### src/rtl/counter_sweep_ctrl.sv
// Triangle sweep controller: drives an external up/down counter 0..peak..0 for a
// number of repetitions. Define COUNTER_CHECK_EN to add a shadow count checker.
module counter_sweep_ctrl #(
  parameter int DATA_W = 8
) (
  input  logic              clk,
  input  logic              rst,
  input  logic              start,
  input  logic              abort,
  input  logic [DATA_W-1:0] peak,
  input  logic [3:0]        reps,
  input  logic [DATA_W-1:0] cnt_count,
  output logic              cnt_rst_n,
  output logic              cnt_down,
  output logic              busy,
  output logic              done,
  output logic [3:0]        rep_left,
  output logic              err
);

  typedef enum logic [1:0] {
    S_IDLE = 2'd0,
    S_UP   = 2'd1,
    S_DOWN = 2'd2,
    S_DONE = 2'd3
  } state_t;

  state_t            state_q, state_d;
  logic [DATA_W-1:0] peak_q, peak_d;
  // One extra bit so that reps=0 can be held as a true count of 16.
  logic [4:0]        rep_q, rep_d;
  logic              busy_q, busy_d;
  logic              done_q, done_d;
  logic              err_q, err_d;
  logic              chk_err;

`ifdef COUNTER_CHECK_EN
  logic [DATA_W-1:0] exp_q, exp_d;
`endif

  // Counter commands are combinational so the turn-around at peak and zero
  // happens in the same cycle the apex value is observed.
  always_comb begin
    cnt_rst_n = 1'b0;
    cnt_down  = 1'b0;
    if (!abort) begin
      case (state_q)
        S_UP: begin
          cnt_rst_n = 1'b1;
          cnt_down  = (cnt_count == peak_q);
        end
        S_DOWN: begin
          if (cnt_count != '0) begin
            cnt_rst_n = 1'b1;
            cnt_down  = 1'b1;
          end else if (rep_q > 5'd1) begin
            cnt_rst_n = 1'b1;
          end
        end
        default: begin
          cnt_rst_n = 1'b0;
          cnt_down  = 1'b0;
        end
      endcase
    end
  end

`ifdef COUNTER_CHECK_EN
  always_comb begin
    if (!cnt_rst_n)
      exp_d = '0;
    else if (cnt_down)
      exp_d = exp_q - 1'b1;
    else
      exp_d = exp_q + 1'b1;
    chk_err = ((state_q == S_UP) || (state_q == S_DOWN)) && (cnt_count != exp_q);
  end
`else
  assign chk_err = 1'b0;
`endif

  always_comb begin
    state_d = state_q;
    peak_d  = peak_q;
    rep_d   = rep_q;
    err_d   = err_q;
    if (abort) begin
      state_d = S_IDLE;
    end else begin
      case (state_q)
        S_IDLE: begin
          if (start) begin
            if (peak != '0) begin
              state_d = S_UP;
              peak_d  = peak;
              rep_d   = (reps == 4'd0) ? 5'd16 : {1'b0, reps};
              err_d   = 1'b0;
            end else begin
              err_d   = 1'b1;
            end
          end
        end
        S_UP: begin
          if (cnt_count == peak_q)
            state_d = S_DOWN;
        end
        S_DOWN: begin
          if (cnt_count == '0) begin
            if (rep_q > 5'd1) begin
              rep_d   = rep_q - 5'd1;
              state_d = S_UP;
            end else begin
              state_d = S_DONE;
            end
          end
        end
        default: state_d = S_IDLE;
      endcase
    end
    if (chk_err)
      err_d = 1'b1;
    busy_d = (state_d == S_UP) || (state_d == S_DOWN);
    done_d = (state_d == S_DONE);
  end

  always_ff @(posedge clk or posedge rst) begin
    if (rst) begin
      state_q <= S_IDLE;
      peak_q  <= '0;
      rep_q   <= '0;
      busy_q  <= 1'b0;
      done_q  <= 1'b0;
      err_q   <= 1'b0;
`ifdef COUNTER_CHECK_EN
      exp_q   <= '0;
`endif
    end else begin
      state_q <= state_d;
      peak_q  <= peak_d;
      rep_q   <= rep_d;
      busy_q  <= busy_d;
      done_q  <= done_d;
      err_q   <= err_d;
`ifdef COUNTER_CHECK_EN
      exp_q   <= exp_d;
`endif
    end
  end

  assign busy     = busy_q;
  assign done     = done_q;
  assign err      = err_q;
  assign rep_left = rep_q[3:0];

endmodule

### config.mk
export PLATFORM = sky130hd
export DESIGN_NAME = counter_sweep_ctrl
export DESIGN_NICKNAME = d
export VERILOG_FILES = /design/src/rtl/counter_sweep_ctrl.sv
export SDC_FILE = /design/constraint.sdc
export NUM_CORES = 1
export LEC_CHECK = 0
export ABC_AREA = 1
export BUFFER_PORTS_ARGS = -buffer_cell sky130_fd_sc_hd__buf_4
export CORE_AREA = 3 3 59 61
export CTS_CLUSTER_DIAMETER = 200
export DETAILED_ROUTE_END_ITERATION = 7
export DIE_AREA = 0 0 62 64
export PLACE_DENSITY = 0.74
export SYNTH_ARGS = -nofsm -noshare
export SYNTH_HDL_FRONTEND = slang
export SYNTH_SLANG_ARGS = --single-unit
### constraint.sdc
create_clock -name clk -period 2 [get_ports clk]
set_input_delay 0.2 -clock clk [delete_from_list [all_inputs] [get_ports clk]]
set_output_delay 0.2 -clock clk [all_outputs]
set_load 0.01 [all_outputs]
==> impl_metrics.tcl, run 1 <==
set metrics [dict create \
    die_y_um 64 \
    die_area_um2 3970 \
    r2r_slack_ns 0.28 \
    synthMuxAreaShare_pct 3.88 \
    postSynthCellCount 170 \
    placed_cell_area_um2 1520 \
    cap_violations 0 \
    drc 0 \
    stdcell_count 249 \
    cp_max_fo 4 \
    setup_viol 0 \
    io_buffers 32 \
    wl_mm 2.68 \
    std_cell_rows 20 \
    grt-ovfl-total 0 \
    synth-compound-area-share_pct 9.36 \
    diodes 0 \
    syn_nets 201 \
    io_pins 33 \
    yosysSeqAreaShare_pct 35.9 \
    synth_top_family_by_area "simple AND/OR/NAND/NOR gates" \
    grt_pass1_vias 1075 \
    grt_usage_pct 15.0 \
    synthTopCellsByArea "dfrtp_1, nand2_1, ha_1, inv_1, nor2_1" \
    fin_nets 237 \
    syn_area_um2 1260 \
    hp-class "input pin to async pin" \
    antenna_found_initial 0 \
    htreeDepth 1 \
    cts.sinks 18 \
    insertion_delay_ns 0.29 \
    dr_total_vias 1131 \
    timing.final.crit_share_pct 94.5 \
    crit_type "flip-flop to output port" \
    clockBufferDepth 2 \
    worst_slew_pin_slew_ns 0.697 \
    p_total_mw 1.05 \
    synth_fa_ha_area_share_pct 6.97 \
    drt_iter0_drc 22 \
    synth-seq-cells 18 \
    fp.dieW_um 62 \
    place_inst 242 \
    p_leak_nw 0.817 \
    slew_viol_final 0 \
    initial_core_util_pct 41.5 \
    final_common_cell "nand2_1" \
    hold_viol 0 \
    grt_pass1_wl_mm 4.55 \
    rr_worst_depth 5 \
    use_met3_pct 4.44 \
    grt_use_met1_pct 19.8 \
    postSynthAreaPerCell_um2 7.39 \
    vias_per_cell 4.54 \
    fin_area_um2 1600 \
    fin_skew_ns 0.00113 \
    drtAntennaViolNets 0 \
    clockRootBuffer "clkbuf_4" \
    multi_input_area_um2 694 \
    powerDensity_nw_per_um2 660 \
    hpwl_mm 2.11 \
    synth-xor-area-share_pct 3.49 \
    grt_max_degree 19 \
    required_ns 1.80 \
    syn2layout_area_growth_pct 27.1 \
    yosys_warnings 0 \
    busiest_layer "met2" \
    drtPass1Iterations 4 \
    cp.arrival_ns 1.69 \
    wl_per_cell_um 10.8 \
    layout_min_cycle_time_ns 1.89 \
    ctsHoldBuffers 0 \
    end_kind "output port" \
    setup_tns_ns 0 \
    status "finished, final reports clean" \
    synth.distinct_cells 25 \
    max_freq_mhz 529 \
    core_area_um2 3030 \
    r2r-end "peak_q[0]$_DFFE_PP0P_" \
    path_clk_slew_ns 0.11 \
    pre_cts_ws_ns 0.315 \
    irDropWorstVdd_v 0.000496 \
    seq_area_um2 450 \
    num-fill-cells 310 \
    drive_gt1_share_pct 30.2 \
    yosys.area_share.simple_pct 30.2 \
    yosysTopAreaCell "dfrtp_1" \
    layout_common_cells "nand2_1, buf_4, inv_1" \
    setup_ws_ns 0.109 \
    fin_util_pct 52.7 \
    slew_headroom_pct 53.5 \
    synth_top_area_share_pct 35.9 \
    startpoint_type "flip-flop" \
    gp_congestion 0.824 \
    gr-usage-met2_pct 23.2 \
    cts_tree "done" \
    r2r_start "state_q[1]$_DFF_PP0_" \
    hold_slack_ns 0.00520 \
    cts_buffers 3 \
]
-- where the power goes --
part / internal, mW / switching, mW / total, mW
clock: 0.111 / 0.117 / 0.227
combinational: 0.173 / 0.180 / 0.353
sequential: 0.423 / 0.0509 / 0.474
total: 0.706 / 0.347 / 1.05
-- metal layers --
layer	vias to the layer above	part of all wire (%)
met4	0	1.1
met2	27	48
met1	501	47
li1	599	-
met3	4	4.2
met5	-	0
-- final cells by class --
cell class              count  share of cell area (%)
inverters                  22                    5.17
multi-input cells         124                    43.5
repair buffers             37                    17.4
flip-flops and latches     18                    28.2
well taps                  44                    3.45
clock buffers               4                    2.27
-- flip-flops by register name, summed over array words and instances, names as in the netlist --
name and flops:
busy 1, err 1, done 1, rep_q 5, peak_q 8, state_q 2
-- critical path: stages, from the launching register on --
cell and delay, ns:
dfrtp_1 0.42, inv_1 0.10, ha_1 0.14, o21bai_1 0.14
nand3_2 0.14, o31ai_2 0.20, a21oi_1 0.09, buf_4 0.15
-- kinds of logic after synthesis --
logic type | Yosys count
compound gates | 21
xor+xnor | 5
fa+ha+maj | 7
buf+inv | 28
flops | 18
mux | 4
simple gates | 87
-- cells in the mapped netlist --
master / instances
inv_1: 22
mux2_2: 3
nand2_1: 44
xnor2_1: 4
ha_1: 7
mux2_4: 1
buf_2: 1
o21bai_1: 1
buf_4: 4
nand3_1: 11
nor3_1: 1
or2_2: 1
o21ai_1: 1
a21oi_1: 5
dfrtp_1: 18
nand2_2: 3
nor2_1: 20
xor2_1: 1
o21ai_2: 1
o21ai_0: 11
nor2_4: 2
a21oi_2: 1
nor2_2: 5
buf_6: 1
o31ai_1: 1
-- what timing repair did --
| action | 4_1_cts | 5_1_grt |
|---|---|---|
| endpoints found under the setup margin | 0 | 2 |
| setup buffers | 0 | 3 |
| gates resized for setup | 0 | 5 |
-- worst max-delay path by stage --
stage / from / end / cells past startpoint
2_1_floorplan: state_q[0]$_DFF_PP0_ / peak_q[5]$_DFFE_PP0P_ / 6
3_3_place_gp: state_q[1]$_DFF_PP0_ / peak_q[0]$_DFFE_PP0P_ / 5
3_5_place_dp: state_q[1]$_DFF_PP0_ / peak_q[0]$_DFFE_PP0P_ / 5
4_1_cts: state_q[0]$_DFF_PP0_ / cnt_down / 7
5_1_grt: rep_q[1]$_DFFE_PP0P_ / cnt_rst_n / 7
6_report: rep_q[1]$_DFFE_PP0P_ / cnt_rst_n / 7
Power figures use the tool's default switching activity.
==> inputs of run 2 (changes only) <==
--- a/config.mk
+++ b/config.mk
@@ -11,7 +11,7 @@
 export CTS_CLUSTER_DIAMETER = 200
 export DETAILED_ROUTE_END_ITERATION = 7
 export DIE_AREA = 0 0 62 64
-export PLACE_DENSITY = 0.74
+export PLACE_DENSITY = 0.68
 export SYNTH_ARGS = -nofsm -noshare
 export SYNTH_HDL_FRONTEND = slang
 export SYNTH_SLANG_ARGS = --single-unit
==> run 2 against run 1 <==
Effect of this change: critical path depth is the same; flip-flop and latch count unchanged; critical endpoint is now cnt_down; utilization is 0.083 points higher; critical path type unchanged; worst setup slack better by 0.044 ns; worst hold slack worse by 0.0027 ns.
==> impl_metrics.tcl, run 2 (synthesis gave the netlist of run 1 again) <==
set metrics [dict create \
    slew_viol_final 0 \
    drc 0 \
    status "finished, final reports clean" \
    timing.final.crit_share_pct 92.4 \
    io_buffers 32 \
    placed_cell_area_um2 1520 \
    required_ns 1.80 \
    max_freq_mhz 541 \
    powerDensity_nw_per_um2 658 \
    initial_core_util_pct 41.5 \
    drtPass1Iterations 5 \
    antenna_found_initial 0 \
    largest-register "peak_q" \
    drt_iter0_drc 50 \
    hpwl_mm 2.16 \
    cap_violations 0 \
    fin_nets 236 \
    clockRootBuffer "clkbuf_4" \
    drive_gt1_share_pct 29.9 \
    setup_ws_ns 0.153 \
    grt-ovfl-total 0 \
    setup_viol 0 \
    p_leak_nw 0.812 \
    final_common_cell "nand2_1" \
    worst_slew_pin_slew_ns 0.705 \
    grt_usage_pct 16.0 \
    end_kind "output port" \
    hold_viol 0 \
    layout_min_cycle_time_ns 1.85 \
    cts.sinks 18 \
    crit_type "flip-flop to output port" \
    dr_total_vias 1133 \
    largest_reg_flops 8 \
    grt_pass1_vias 1098 \
    reg_top3 "peak_q: 8 flops, rep_q: 5 flops, state_q: 2 flops" \
    cts_buffers 3 \
    core_area_um2 3030 \
    layout_common_cells "nand2_1, buf_4, inv_1" \
    die_area_um2 3970 \
    clockBufferDepth 2 \
    wl_per_cell_um 11.1 \
    vias_per_cell 4.57 \
    startpoint_type "flip-flop" \
    insertion_delay_ns 0.30 \
    cp_max_fo 10 \
    hp-class "input pin to async pin" \
    pre_cts_ws_ns 0.225 \
    wl_mm 2.75 \
    fp.dieW_um 62 \
    die_y_um 64 \
    gp_congestion 0.881 \
    syn2layout_area_growth_pct 27.3 \
    htreeDepth 1 \
    cp.arrival_ns 1.65 \
    grt_pass1_wl_mm 4.77 \
    slew_headroom_pct 53.0 \
    path_clk_slew_ns 0.10 \
    drtAntennaViolNets 0 \
    std_cell_rows 20 \
    io_pins 33 \
    fin_skew_ns 0.000891 \
    fin_area_um2 1600 \
    cts_tree "done" \
    irDropWorstVdd_v 0.000497 \
    grt_max_degree 19 \
    diodes 0 \
]
==> run 2: cell type report <==
cell class / instances / area [um^2]
Fill cell: 300 / 1430
Clock buffer: 4 / 36.3
Sequential cell: 18 / 450
Inverter: 22 / 82.6
Tap cell: 44 / 55.1
Timing Repair Buffer: 36 / 270
Multi-Input combinational cell: 124 / 704
==> run 2: report_power, final <==
group,internal (mW),switching (mW),total [mW]
clock network,0.111,0.118,0.229
registers,0.423,0.0503,0.473
logic,0.170,0.179,0.349
==> run 2: worst max-delay path, stage by stage (launching register included) <==
cell,delay (ns)
dfrtp_1,0.42
inv_2,0.11
ha_4,0.20
inv_1,0.13
nor2_4,0.16
inv_1,0.05
a21oi_1,0.15
buf_4,0.14
==> run 2: path summary, 6_finish.rpt <==
path	startpoint	to	slack [ns]	cells after the start
worst max-delay path	state_q[0]$_DFF_PP0_	cnt_down	0.15	7
worst max register to register	state_q[1]$_DFF_PP0_	peak_q[3]$_DFFE_PP0P_	0.27	6
min in group clk	peak[4]	peak_q[4]$_DFFE_PP0P_	0.11	3
worst min-delay path	rst	peak_q[6]$_DFFE_PP0P_	0.002	2
max in group asynchronous	rst	peak_q[3]$_DFFE_PP0P_	1.55	2
worst min register to register	err$_DFFE_PP0P_	err$_DFFE_PP0P_	0.53	2
==> run 2: repair_timing <==
| item | in CTS | in global routing |
|---|---|---|
| gates cloned | 0 | 0 |
| hold buffers | 0 | 0 |
| endpoints found under the setup margin | 1 | 2 |
| setup buffers | 0 | 2 |
| gates resized for setup | 2 | 4 |
| pin swaps | 0 | 1 |
==> run 2: metrics by stage <==
| stage | power (mW) | TNS [ns] | util, % | instances | hold WS [ns] |
|---|---|---|---|---|---|
| global placement | 0.809 | 0 | 50.2 | 242 | 0.365 |
| floorplan | 0.708 | 0 | - | 170 | 0.139 |
| detailed placement | 0.816 | 0 | 50.2 | 242 | 0.375 |
| finish | 1.05 | 0 | 52.8 | 248 | 0.00248 |
| CTS | 1.06 | 0 | 51.8 | 246 | 0.0276 |
| global route | 1.14 | -0.00946 | 52.8 | 248 | 0.0517 |
==> run 2: layer usage <==
layer  wire length, um  vias up  track usage (%)
li1                  -      595                -
met1              1240      503             21.2
met2              1330       29             24.6
met3               123        6             3.84
met4                59        0             5.84
met5                 0        -                0
